## config.mk

```make
export PLATFORM = sky130hd
export DESIGN_NAME = id_ex_pipe_reg
export DESIGN_NICKNAME = d
export VERILOG_FILES = /design/src/rtl/id_ex_pkg.sv /design/src/rtl/id_ex_pipe_reg_squash_ctr.sv /design/src/rtl/id_ex_pipe_reg.sv
export SDC_FILE = /design/constraint.sdc
export NUM_CORES = 1
export LEC_CHECK = 0
export CORE_AREA = 2 2 148 150
export DETAILED_ROUTE_END_ITERATION = 12
export DIE_AREA = 0 0 150 152
export GPL_TIMING_DRIVEN = 1
export HOLD_SLACK_MARGIN = 0.06
export PLACE_DENSITY = 0.76
export SLEW_MARGIN = 40
export SYNTH_ARGS = -nofsm -noshare
export SYNTH_HDL_FRONTEND = slang
export SYNTH_SLANG_ARGS = --single-unit
```

## constraint.sdc

```tcl
create_clock -name clk -period 1.3 [get_ports clk]
set_input_delay 0.39 -clock clk [delete_from_list [all_inputs] [get_ports clk]]
set_output_delay 0.39 -clock clk [all_outputs]
set_load 0.01 [all_outputs]
```

## src/rtl/id_ex_pkg.sv

```systemverilog
// Shared types and default widths for the ID/EX pipeline register.
// Related build option: ID_EX_STATS_EN adds bubble/stall statistics counters
// to id_ex_pipe_reg.
package id_ex_pkg;

    localparam int DATA_W_D = 32;
    localparam int CTRL_W_D = 9;
    localparam int FUNC_W_D = 6;
    localparam int REG_W_D  = 5;

    // Control bundle value that has no side effects in execute
    localparam logic [CTRL_W_D-1:0] CTRL_NOP = {CTRL_W_D{1'b0}};

    // All payload fields at default widths, in one comparable unit
    typedef struct packed {
        logic [DATA_W_D-1:0] pc;
        logic [DATA_W_D-1:0] rd1;
        logic [DATA_W_D-1:0] rd2;
        logic [DATA_W_D-1:0] im_ext;
        logic [DATA_W_D-1:0] im_addr;
        logic [FUNC_W_D-1:0] func;
        logic [CTRL_W_D-1:0] ctrl;
        logic [REG_W_D-1:0]  rs;
        logic [REG_W_D-1:0]  rt;
        logic [REG_W_D-1:0]  rd;
    } id_ex_fields_t;

endpackage

```

## src/rtl/id_ex_pipe_reg_squash_ctr.sv

```systemverilog
// Squash-window counter: turns one flush request into SQUASH_DEPTH
// consecutive bubble captures. A stall freezes the window; a new flush
// reloads it rather than extending it.
module squash_ctr #(
    parameter int SQUASH_DEPTH = 1
) (
    input  logic clk,
    input  logic rst,
    input  logic flush,
    input  logic stall,
    output logic bubble_sel,
    output logic squash_busy
);

    localparam int CNT_W = ($clog2(SQUASH_DEPTH + 1) < 1) ? 1 : $clog2(SQUASH_DEPTH + 1);
    localparam logic [CNT_W-1:0] RELOAD = CNT_W'(SQUASH_DEPTH - 1);
    localparam logic [CNT_W-1:0] ONE    = CNT_W'(1);
    localparam logic [CNT_W-1:0] ZERO   = CNT_W'(0);

    logic [CNT_W-1:0] sq_cnt_q;
    logic [CNT_W-1:0] sq_cnt_d;
    logic             busy_q;
    logic             busy_d;
    logic             window_s;

    assign window_s    = (sq_cnt_q != ZERO);
    assign bubble_sel  = flush | (window_s & ~stall);
    assign squash_busy = busy_q;

    // Next window count: flush reloads, an unstalled window step counts down
    always_comb begin
        sq_cnt_d = sq_cnt_q;
        if (flush) begin
            sq_cnt_d = RELOAD;
        end else if (window_s && !stall) begin
            sq_cnt_d = sq_cnt_q - ONE;
        end else begin
            sq_cnt_d = sq_cnt_q;
        end
        busy_d = (sq_cnt_d != ZERO);
    end

    // Window count and its registered busy flag
    always_ff @(posedge clk) begin
        if (rst) begin
            sq_cnt_q <= ZERO;
            busy_q   <= 1'b0;
        end else begin
            sq_cnt_q <= sq_cnt_d;
            busy_q   <= busy_d;
        end
    end

endmodule

```

## src/rtl/id_ex_pipe_reg.sv

```systemverilog
// ID/EX pipeline register with valid bit, stall hold, zero bubbles and a
// multi-cycle squash window after a taken branch.
// Build option: define ID_EX_STATS_EN to add the bubble_cnt / stall_cnt
// saturating statistics outputs.
module id_ex_pipe_reg
    import id_ex_pkg::*;
#(
    parameter int DATA_W       = 32,
    parameter int CTRL_W       = 9,
    parameter int FUNC_W       = 6,
    parameter int REG_W        = 5,
    parameter int SQUASH_DEPTH = 1
) (
    input  logic              clk,
    input  logic              rst,
    input  logic              flush,
    input  logic              stall,
    input  logic              in_valid,
    input  logic [DATA_W-1:0] pc_in,
    input  logic [DATA_W-1:0] read_data1_in,
    input  logic [DATA_W-1:0] read_data2_in,
    input  logic [DATA_W-1:0] im_ext_in,
    input  logic [DATA_W-1:0] im_addr_in,
    input  logic [FUNC_W-1:0] func_in,
    input  logic [CTRL_W-1:0] ctrl_sig_in,
    input  logic [REG_W-1:0]  rs_in,
    input  logic [REG_W-1:0]  rt_in,
    input  logic [REG_W-1:0]  rd_in,
    output logic              valid_out,
    output logic [DATA_W-1:0] pc_out,
    output logic [DATA_W-1:0] read_data1,
    output logic [DATA_W-1:0] read_data2,
    output logic [DATA_W-1:0] im_ext,
    output logic [DATA_W-1:0] im_addr_out,
    output logic [FUNC_W-1:0] func,
    output logic [CTRL_W-1:0] ctrl_sig,
    output logic [REG_W-1:0]  rs_out,
    output logic [REG_W-1:0]  rt_out,
    output logic [REG_W-1:0]  rd,
    output logic              squash_busy
`ifdef ID_EX_STATS_EN
    ,
    output logic [31:0]       bubble_cnt,
    output logic [31:0]       stall_cnt
`endif
);

    logic bubble_sel_s;
    logic hold_sel_s;

    logic              valid_q,   valid_d;
    logic [DATA_W-1:0] pc_q,      pc_d;
    logic [DATA_W-1:0] rd1_q,     rd1_d;
    logic [DATA_W-1:0] rd2_q,     rd2_d;
    logic [DATA_W-1:0] im_ext_q,  im_ext_d;
    logic [DATA_W-1:0] im_addr_q, im_addr_d;
    logic [FUNC_W-1:0] func_q,    func_d;
    logic [CTRL_W-1:0] ctrl_q,    ctrl_d;
    logic [REG_W-1:0]  rs_q,      rs_d;
    logic [REG_W-1:0]  rt_q,      rt_d;
    logic [REG_W-1:0]  rd_q,      rd_d;

    squash_ctr #(
        .SQUASH_DEPTH (SQUASH_DEPTH)
    ) u_squash_ctr (
        .clk         (clk),
        .rst         (rst),
        .flush       (flush),
        .stall       (stall),
        .bubble_sel  (bubble_sel_s),
        .squash_busy (squash_busy)
    );

    // A flush is never held, so stall only holds when no flush is pending
    assign hold_sel_s = stall & ~flush;

    // Next payload: bubble beats hold beats load; invalid loads drop control
    always_comb begin
        valid_d   = valid_q;
        pc_d      = pc_q;
        rd1_d     = rd1_q;
        rd2_d     = rd2_q;
        im_ext_d  = im_ext_q;
        im_addr_d = im_addr_q;
        func_d    = func_q;
        ctrl_d    = ctrl_q;
        rs_d      = rs_q;
        rt_d      = rt_q;
        rd_d      = rd_q;
        if (bubble_sel_s) begin
            valid_d   = 1'b0;
            pc_d      = '0;
            rd1_d     = '0;
            rd2_d     = '0;
            im_ext_d  = '0;
            im_addr_d = '0;
            func_d    = '0;
            ctrl_d    = '0;
            rs_d      = '0;
            rt_d      = '0;
            rd_d      = '0;
        end else if (hold_sel_s) begin
            valid_d   = valid_q;
        end else begin
            valid_d   = in_valid;
            pc_d      = pc_in;
            rd1_d     = read_data1_in;
            rd2_d     = read_data2_in;
            im_ext_d  = im_ext_in;
            im_addr_d = im_addr_in;
            func_d    = func_in;
            ctrl_d    = in_valid ? ctrl_sig_in : '0;
            rs_d      = rs_in;
            rt_d      = rt_in;
            rd_d      = rd_in;
        end
    end

    // Payload register, cleared by synchronous reset
    always_ff @(posedge clk) begin
        if (rst) begin
            valid_q   <= 1'b0;
            pc_q      <= '0;
            rd1_q     <= '0;
            rd2_q     <= '0;
            im_ext_q  <= '0;
            im_addr_q <= '0;
            func_q    <= '0;
            ctrl_q    <= '0;
            rs_q      <= '0;
            rt_q      <= '0;
            rd_q      <= '0;
        end else begin
            valid_q   <= valid_d;
            pc_q      <= pc_d;
            rd1_q     <= rd1_d;
            rd2_q     <= rd2_d;
            im_ext_q  <= im_ext_d;
            im_addr_q <= im_addr_d;
            func_q    <= func_d;
            ctrl_q    <= ctrl_d;
            rs_q      <= rs_d;
            rt_q      <= rt_d;
            rd_q      <= rd_d;
        end
    end

    assign valid_out   = valid_q;
    assign pc_out      = pc_q;
    assign read_data1  = rd1_q;
    assign read_data2  = rd2_q;
    assign im_ext      = im_ext_q;
    assign im_addr_out = im_addr_q;
    assign func        = func_q;
    assign ctrl_sig    = ctrl_q;
    assign rs_out      = rs_q;
    assign rt_out      = rt_q;
    assign rd          = rd_q;

`ifdef ID_EX_STATS_EN
    logic [31:0] bubble_cnt_q, bubble_cnt_d;
    logic [31:0] stall_cnt_q,  stall_cnt_d;

    // Saturating event counters for captured bubbles and stall holds
    always_comb begin
        bubble_cnt_d = bubble_cnt_q;
        stall_cnt_d  = stall_cnt_q;
        if (bubble_sel_s && (bubble_cnt_q != 32'hFFFF_FFFF)) begin
            bubble_cnt_d = bubble_cnt_q + 32'd1;
        end else begin
            bubble_cnt_d = bubble_cnt_q;
        end
        if (hold_sel_s && (stall_cnt_q != 32'hFFFF_FFFF)) begin
            stall_cnt_d = stall_cnt_q + 32'd1;
        end else begin
            stall_cnt_d = stall_cnt_q;
        end
    end

    // Statistics registers, cleared by reset
    always_ff @(posedge clk) begin
        if (rst) begin
            bubble_cnt_q <= 32'd0;
            stall_cnt_q  <= 32'd0;
        end else begin
            bubble_cnt_q <= bubble_cnt_d;
            stall_cnt_q  <= stall_cnt_d;
        end
    end

    assign bubble_cnt = bubble_cnt_q;
    assign stall_cnt  = stall_cnt_q;
`endif

endmodule

```

==> results of run 1 <==
## cell usage after synthesis
master	number
nand2_2	190
nor2_1	2
a21oi_1	1
inv_1	1
nand3_1	9
and2b_2	1
o21ai_1	1
nand2_1	183
buf_1	1
buf_2	42
nand2b_1	1
dfxtp_1	192
a21oi_2	190
buf_12	21
## area by class of cell
cell class              instances  area (um^2)
multi-input cells             578         3637
inverters                       1        3.754
flip-flops and latches        192         4084
well taps                     280        350.3
repair buffers                619         6254
clock inverters                14        146.4
fillers                      1507         6446
clock buffers                  18        429.2
## path summary, 6_finish.rpt
| kind | start | to | slack (ns) | cells past startpoint |
|---|---|---|---|---|
| hold reg to reg | ctrl_sig[1] | ctrl_sig[1] | 0.45 | 2 |
| hold / removal | ctrl_sig[1] | ctrl_sig[1] | 0.45 | 2 |
| setup reg to reg | u_squash_ctr.sq_cnt_q | im_addr_out[2] | 0.12 | 5 |
| setup / recovery | read_data2[5] | read_data2[5] | 0.01 | 1 |
## metal layers
layer  vias to the layer above  GRT usage [%]  wire length [um]  share of wire, %
met3                        40          7.778              2427               9.2
met5                         -              0                 0                 0
li1                       3818              -                 -                 -
met1                      3669          24.42             10140                38
met2                       276          38.66             13330                50
met4                         0          7.996               607               2.3
## report_power, final
group / switching [mW] / internal [mW]
logic: 1.15 / 1.64
clock network: 2.54 / 2.73
registers: 0.175 / 6.16
total: 3.86 / 10.5
## cells in the final DEF, fill, tap and decap left out, drive strengths merged
cell type | Yosys | layout
clkdlybuf4s50 | 0 | 192
bufinv | 0 | 1
dlygate4sd2 | 0 | 2
buf | 64 | 424
clkbuf | 0 | 18
bufbuf | 0 | 1
inv | 1 | 8
clkinv | 0 | 6
and2b | 1 | 1
nand2 | 373 | 373
nand2b | 1 | 1
nand3 | 9 | 9
a21oi | 191 | 191
dfxtp | 192 | 192
nor2 | 2 | 2
o21ai | 1 | 1
## kinds of logic after synthesis
logic type,count (synthesis),share of synthesized area [%]
and+or+nand+nor,386,23.99
DFF,192,47.46
AOI/OAI and AO/OA,192,20.67
buffers and inverters,65,7.879
## flip-flops by register name (all words and copies together), names as in the netlist
signal,cells
im_addr_out,32
im_ext,32
pc_out,32
read_data1,32
read_data2,32
ctrl_sig,9
func,6
rd,5
rs_out,5
rt_out,5
u_squash_ctr.sq_cnt_q,1
valid_out,1
## repair_timing
action / 4_1_cts / 5_1_grt
hold buffers: 0 / 0
setup buffers: 38 / 49
endpoints found under the setup margin: 384 / 165
gates resized for setup: 1060 / 110
cloned: 1 / 0
==> flow_metrics.py, run 1 <==
metrics = {
    "clocking": {
        "numCtsBuffers": 17,
        "cts_root_buf": "clkbuf_16",
        "clkLatencyLatePin_ns": 0.43,
        "clkSlewWorstSetupHoldPaths_ns": 0.08,
        "htreeDepth": 4,
        "cts_tree": "done",
        "clock-sinks": 192,
        "clockBufferDepth": 2,
    },
    "synth": {
        "netlist.area_leader.share_pct": 47.46,
        "syn_area_um2": 8099,
        "syn_area_per_cell_um2": 9.699,
        "synthCells": 835,
        "syn-num-nets": 1030,
        "yosys.area.top_type": "dfxtp_1",
        "synth_cell_types": 14,
        "synth-seq-cells": 192,
        "synth_warnings": 0,
        "ys_top_cells_by_area": "dfxtp_1 47%, a21oi_2 21%, nand2_2 15%",
        "yosysSeqAreaShare_pct": 47.46,
    },
    "worst_setup_path": {
        "critPathSlowestCell": "dfxtp_2",
        "path_buf_inv": 1,
        "critPathMaxFanout": 2,
        "cp-start-kind": "register",
        "criticalPathCategory": "register to primary output",
        "cp.arrival_ns": 0.90,
        "critPathCaptureType": "primary output",
        "crit_family": "flip-flops",
        "max_stage_delay_ns": 0.36,
        "crit_required_ns": 0.91,
        "crit_chain": "buf_6",
    },
    "floorplanning": {
        "fp.dieW_um": 150,
        "num_rows": 54,
        "start_util_pct": 37.93,
        "ioPinCount": 387,
        "core-area_um2": 21350,
        "die-area_um2": 22800,
        "die_h_um": 152,
    },
    "cells_and_area": {
        "utilization_pct": 69.81,
        "diodes": 0,
        "nets": 1604,
        "stdcell_area_um2": 14900,
        "finalNonFillerCells": 1702,
        "drive_gt1_share_pct": 72.50,
        "syn_to_final_growth_pct": 84.03,
    },
    "status": {
        "status": "completed",
    },
    "timing": {
        "rsz0062_at_grt": "yes",
        "slew_headroom_pct": 85.53,
        "hold_ws_ns": 0.4522,
        "final.setup_skew_ns": 0.008030,
        "max_freq_mhz": 776.1,
        "setup_slack_ns": 0.01152,
        "hold_violations": 0,
        "setup-tns-final_ns": 0,
        "maxSlewViolCount": 0,
        "finalCriticalPeriod_ns": 1.288,
        "setup_viol": 0,
        "worst_pin_slew_ns": 0.2170,
        "fin_crit_sh_pct": 99.11,
    },
    "routing": {
        "drt_iter0_markers": 191,
        "routed_wl_um": 26500,
        "avgViaCountPerCell": 4.585,
        "vias": 7803,
        "dr.pass1.iters": 5,
        "ant_nets": 0,
        "wl_per_cell_um": 15.57,
        "drc": 0,
    },
    "placed_design": {
        "pre_cts_slack_ns": -0.5522,
        "place_area_um2": 13200,
        "port_buffers": 386,
        "gp_congestion": 0.7952,
        "dp_hpwl_um": 18370,
        "dp.cells": 1582,
    },
    "grt": {
        "grt_max_degree": 25,
        "grt_usage_pct": 22.05,
        "grt_overflow": 0,
        "grt_pass1_wl_um": 40150,
        "grt_pass1_vias": 7843,
        "antenna_found_initial": 0,
    },
    "job": {
        "drv_cap": 0,
    },
    "pwr": {
        "p_leak_nw": 6.324,
        "power_mw": 14.38,
        "ir_drop_v": 0.0007188,
        "power.density_nw_per_um2": 964.7,
    },
    "hold_path": {
        "hold_path_class": "register to register",
    },
}
Power figures use the tool's default switching activity.
==> run 2: changes to the inputs <==
--- a/config.mk
+++ b/config.mk
@@ -5,12 +5,12 @@
 export SDC_FILE = /design/constraint.sdc
 export NUM_CORES = 1
 export LEC_CHECK = 0
-export CORE_AREA = 2 2 148 150
+export CORE_AREA = 2 2 150 152
 export DETAILED_ROUTE_END_ITERATION = 12
-export DIE_AREA = 0 0 150 152
+export DIE_AREA = 0 0 152 154
 export GPL_TIMING_DRIVEN = 1
 export HOLD_SLACK_MARGIN = 0.06
-export PLACE_DENSITY = 0.76
+export PLACE_DENSITY = 0.74
 export SLEW_MARGIN = 40
 export SYNTH_ARGS = -nofsm -noshare
 export SYNTH_HDL_FRONTEND = slang
==> flow_metrics.py, run 2 (synthesis gave the netlist of run 1 again) <==
metrics = {
    "cells_and_area": {
        "syn_to_final_growth_pct": 85.74,
        "finalNonFillerCells": 1720,
        "nets": 1623,
        "final_cell_mix": "212 x buf_4, 192 x dfxtp_2, 192 x clkdlybuf4s50_1",
        "layout_commonest_cell": "buf_4",
        "drive_gt1_share_pct": 72.90,
    },
    "pwr": {
        "p_leak_nw": 6.420,
        "power.density_nw_per_um2": 943.4,
        "ir_drop_v": 0.0007801,
        "power_mw": 14.19,
    },
    "grt": {
        "grt_usage_pct": 21.86,
        "gr-usage-met1_pct": 23.46,
        "antenna_found_initial": 1,
        "use_met2_pct": 38.48,
        "grt_pass1_vias": 7997,
        "grt_max_degree": 23,
        "use_met3_pct": 8.935,
        "grt_pass1_wl_um": 41250,
        "grt_overflow": 0,
        "top_usage_layer": "met2",
    },
    "clocking": {
        "cts_tree": "done",
        "cts_hold_buf": 0,
        "clkLatencyLatePin_ns": 0.43,
        "clkSlewWorstSetupHoldPaths_ns": 0.08,
        "htreeDepth": 4,
        "clock-sinks": 192,
        "numCtsBuffers": 17,
        "cts_root_buf": "clkbuf_16",
        "clockBufferDepth": 2,
    },
    "floorplanning": {
        "die-area_um2": 23410,
        "num_rows": 54,
        "die_h_um": 154,
        "fp.dieW_um": 152,
        "core-area_um2": 21690,
        "ioPinCount": 387,
        "start_util_pct": 37.34,
    },
    "placed_design": {
        "gp_congestion": 0.8208,
        "dp.cells": 1597,
        "port_buffers": 386,
        "dp_hpwl_um": 18820,
    },
    "timing": {
        "hold_violations": 0,
        "setup_viol": 0,
        "worst_pin_slew_ns": 0.2269,
        "slew_headroom_pct": 84.82,
        "final.setup_skew_ns": 0.01276,
        "hold_ws_ns": 0.4497,
        "max_freq_mhz": 775.9,
        "fin_crit_sh_pct": 99.14,
        "rsz0062_at_grt": "yes",
        "maxSlewViolCount": 0,
        "finalCriticalPeriod_ns": 1.289,
    },
    "routing": {
        "ant_nets": 0,
        "routed_wl_um": 27000,
        "wl_per_cell_um": 15.70,
        "drt_iter0_markers": 199,
        "vias": 7812,
        "drc": 0,
        "avgViaCountPerCell": 4.542,
        "dr.pass1.iters": 4,
    },
    "job": {
        "drv_cap": 0,
    },
    "worst_setup_path": {
        "path_buf_inv": 1,
        "critPathSlowestCell": "dfxtp_2",
        "cp-start-kind": "register",
        "critPathMaxFanout": 2,
        "crit_family": "flip-flops",
        "cp.arrival_ns": 0.90,
        "critPathCaptureType": "primary output",
        "criticalPathCategory": "register to primary output",
        "max_stage_delay_ns": 0.36,
        "crit_required_ns": 0.91,
        "crit_chain": "buf_6",
    },
    "hold_path": {
        "hold_path_class": "register to register",
    },
    "status": {
        "status": "completed",
    },
}
## run 2: routing by layer
metal	part of all wire (%)	vias up	wire length (um)
met5	0	-	0
met4	2.6	0	696
met3	9.7	44	2628
met2	51	300	13820
met1	37	3606	9860
li1	-	3862	-
## run 2: final cells by class
type,count,area [um^2]
clock buffers,17,425.4
inverters,1,3.754
multi-input cells,578,3637
repair buffers,638,6416
well taps,280,350.3
diodes,1,2.502
flip-flops and latches,192,4084
clock inverters,13,123.9
fillers,1637,6645
## run 2: what timing repair did
| item | 4_1_cts | 5_1_grt |
|---|---|---|
| gates cloned | 1 | 1 |
| setup buffers | 48 | 42 |
| endpoints found under the setup margin | 368 | 111 |
| gates resized for setup | 1136 | 30 |
| hold endpoints to repair | 0 | 0 |
## run 2: power by group
part | internal [mW] | switching [mW] | total (mW)
logic | 1.68 | 1.17 | 2.85
clock network | 2.51 | 2.50 | 5.01
registers | 6.16 | 0.172 | 6.33
## run 2: metrics by stage
step	utilization, %	setup WS (ns)	TNS (ns)	area [um^2]
6_report	69.36	0.01124	0	15040
5_1_grt	69.36	-0.02666	-0.3357	15040
4_1_cts	67.03	-0.02300	-0.09305	14540
3_5_place_dp	61.38	-0.5276	-95.79	13310
3_3_place_gp	61.38	-0.4912	-89.35	13310
2_1_floorplan	-	0.1109	0	8099
## run 2: worst paths after layout
check | from | slack (ns) | to | cells after the start
max | pc_out[18] | 0.01 | pc_out[18] | 1
min | im_addr_out[24] | 0.45 | im_addr_out[24] | 2
max reg2reg | u_squash_ctr.sq_cnt_q | 0.11 | im_addr_out[2] | 5
min reg2reg | im_addr_out[24] | 0.45 | im_addr_out[24] | 2
==> run 3: changes to the inputs <==
--- a/config.mk
+++ b/config.mk
@@ -11,7 +11,6 @@
 export GPL_TIMING_DRIVEN = 1
 export HOLD_SLACK_MARGIN = 0.06
 export PLACE_DENSITY = 0.74
-export SLEW_MARGIN = 40
 export SYNTH_ARGS = -nofsm -noshare
 export SYNTH_HDL_FRONTEND = slang
 export SYNTH_SLANG_ARGS = --single-unit
==> constraint.sdc (replaced) <==
create_clock -name clk -period 1.3 [get_ports clk]
set_input_delay 0.39 -clock clk [delete_from_list [all_inputs] [get_ports clk]]
set_output_delay 0.39 -clock clk [all_outputs]
set_load 0.05 [all_outputs]
==> flow_metrics.py, run 3 (synthesis gave the netlist of run 1 again) <==
metrics = {
    "status": {
        "status": "complete, but fails checks",
        "violations": "setup timing",
    },
    "grt": {
        "grt_pass1_wl_um": 46850,
        "antenna_found_initial": 0,
        "grt_pass1_vias": 8713,
        "grt_max_degree": 29,
        "grt_usage_pct": 25.08,
        "grt_overflow": 0,
    },
    "job": {
        "drv_cap": 0,
    },
    "hold_path": {
        "hold_path_class": "register to register",
    },
    "placed_design": {
        "dp.cells": 1500,
        "gp_congestion": 0.7912,
        "dp_hpwl_um": 19710,
        "port_buffers": 386,
        "place_area_um2": 14500,
    },
    "cells_and_area": {
        "diodes": 0,
        "final_cell_mix": "250 x buf_4, 224 x buf_12, 192 x clkdlybuf4s50_1",
        "nets": 1656,
        "syn_to_final_growth_pct": 111.2,
        "fill_cells": 1153,
        "regArea_um2": 4154,
        "multi_input_area_um2": 3640,
        "drive_gt1_share_pct": 73.47,
        "stdcell_area_um2": 17110,
        "finalNonFillerCells": 1754,
        "layout_commonest_cell": "buf_4",
    },
    "worst_setup_path": {
        "crit_family": "flip-flops",
        "crit_required_ns": 0.91,
        "cp-start-kind": "register",
        "cp.arrival_ns": 0.95,
        "critPathSlowestCell": "dfxtp_2",
        "crit_chain": "buf_12",
        "max_stage_delay_ns": 0.37,
        "criticalPathCategory": "register to primary output",
        "critPathMaxFanout": 2,
        "path_buf_inv": 1,
        "critPathCaptureType": "primary output",
    },
    "routing": {
        "wl_per_cell_um": 18.41,
        "drt_iter0_markers": 255,
        "drc": 0,
        "ant_nets": 0,
        "avgViaCountPerCell": 4.740,
        "dr.pass1.iters": 4,
        "vias": 8314,
        "routed_wl_um": 32280,
    },
    "floorplanning": {
        "start_util_pct": 37.34,
        "die-area_um2": 23410,
        "die_h_um": 154,
        "ioPinCount": 387,
        "core-area_um2": 21690,
        "fp.dieW_um": 152,
        "num_rows": 54,
    },
    "timing": {
        "finalCriticalPeriod_ns": 1.344,
        "worst_pin_slew_ns": 0.1872,
        "hold_ws_ns": 0.4692,
        "maxSlewViolCount": 0,
        "setup_viol": 189,
        "slew_headroom_pct": 87.52,
        "rsz0062_at_grt": "yes",
        "hold_violations": 0,
        "final.setup_skew_ns": 0.009025,
        "max_freq_mhz": 744.2,
        "fin_crit_sh_pct": 103.4,
        "setup_slack_ns": -0.04370,
    },
    "pwr": {
        "power_mw": 15.68,
        "p_leak_nw": 7.035,
        "ir_drop_v": 0.0008172,
        "power.density_nw_per_um2": 916.6,
    },
    "clocking": {
        "cts_hold_buf": 0,
        "cts_tree": "done",
        "clockBufferDepth": 2,
        "htreeDepth": 4,
        "numCtsBuffers": 17,
        "clkSlewWorstSetupHoldPaths_ns": 0.08,
        "cts_root_buf": "clkbuf_16",
        "clkLatencyLatePin_ns": 0.43,
        "clock-sinks": 192,
    },
}
run 3: changes by cell type in the layout (fill, tap and decap cells not counted), moves of 2 or more:
| cell | delta |
|---|---|
| buf_4 | +38 |
| dfxtp_4 | +28 |
| buf_2 | -16 |
| buf_6 | -178 |
| dfxtp_2 | -28 |
| buf_16 | -3 |
| clkbuf_1 | +2 |
| buf_12 | +191 |
run 3: routing by layer:
layer / track usage (%) / routed length (um) / up-vias
met4: 9.568 / 1248 / 0
met3: 8.991 / 2612 / 79
met2: 46.25 / 17210 / 371
met1: 26.02 / 11210 / 3935
met5: 0 / 0 / -
li1: - / - / 3929
run 3: power breakdown:
group	internal [mW]	leakage, nW	switching (mW)
registers	6.12	1.66	0.258
clock network	2.59	0.275	2.59
logic	2.17	5.10	1.95
total	10.9	7.04	4.79
run 3: per-stage QoR:
| step | setup TNS [ns] | util [%] | setup WS, ns |
|---|---|---|---|
| after floorplan | -4.937 | - | -0.03677 |
| after global placement | -96.75 | 66.83 | -0.5321 |
| after detailed placement | -96.36 | 66.83 | -0.5329 |
| after CTS | -6.848 | 76.66 | -0.05693 |
| after global routing | -9.861 | 78.89 | -0.07619 |
| final | -3.548 | 78.89 | -0.04370 |
run 3: repair_timing:
action	4_1_cts	5_1_grt
cloned	2	1
resized for setup	207	15
pin swaps	0	1
setup endpoints to repair	382	201
endpoints found under the hold margin	0	0
buffers inserted	163	56
run 3: final timing paths:
| kind | startpoint | cells after the start | end | slack (ns) |
|---|---|---|---|---|
| max | im_addr_out[30] | 1 | im_addr_out[30] | -0.04 |
| min | read_data2[20] | 2 | read_data2[20] | 0.47 |
| max reg2reg | u_squash_ctr.sq_cnt_q | 6 | pc_out[14] | 0.07 |
| min reg2reg | read_data2[20] | 2 | read_data2[20] | 0.47 |
run 3: area by class of cell:
type	count	area share (%)
repair buffers	671	49.04
clock inverters	12	0.7240
clock buffers	20	2.611
inverters	1	0.02194
flip-flops and latches	192	24.28
well taps	280	2.048
multi-input cells	578	21.27
run 3: worst reg2reg max path, cell delays in order (launching register included):
cell and delay (ns):
dfxtp_2 0.36, inv_1 0.08, o21ai_4 0.13, buf_4 0.14, buf_12 0.14, buf_12 0.20, a21oi_1 0.07
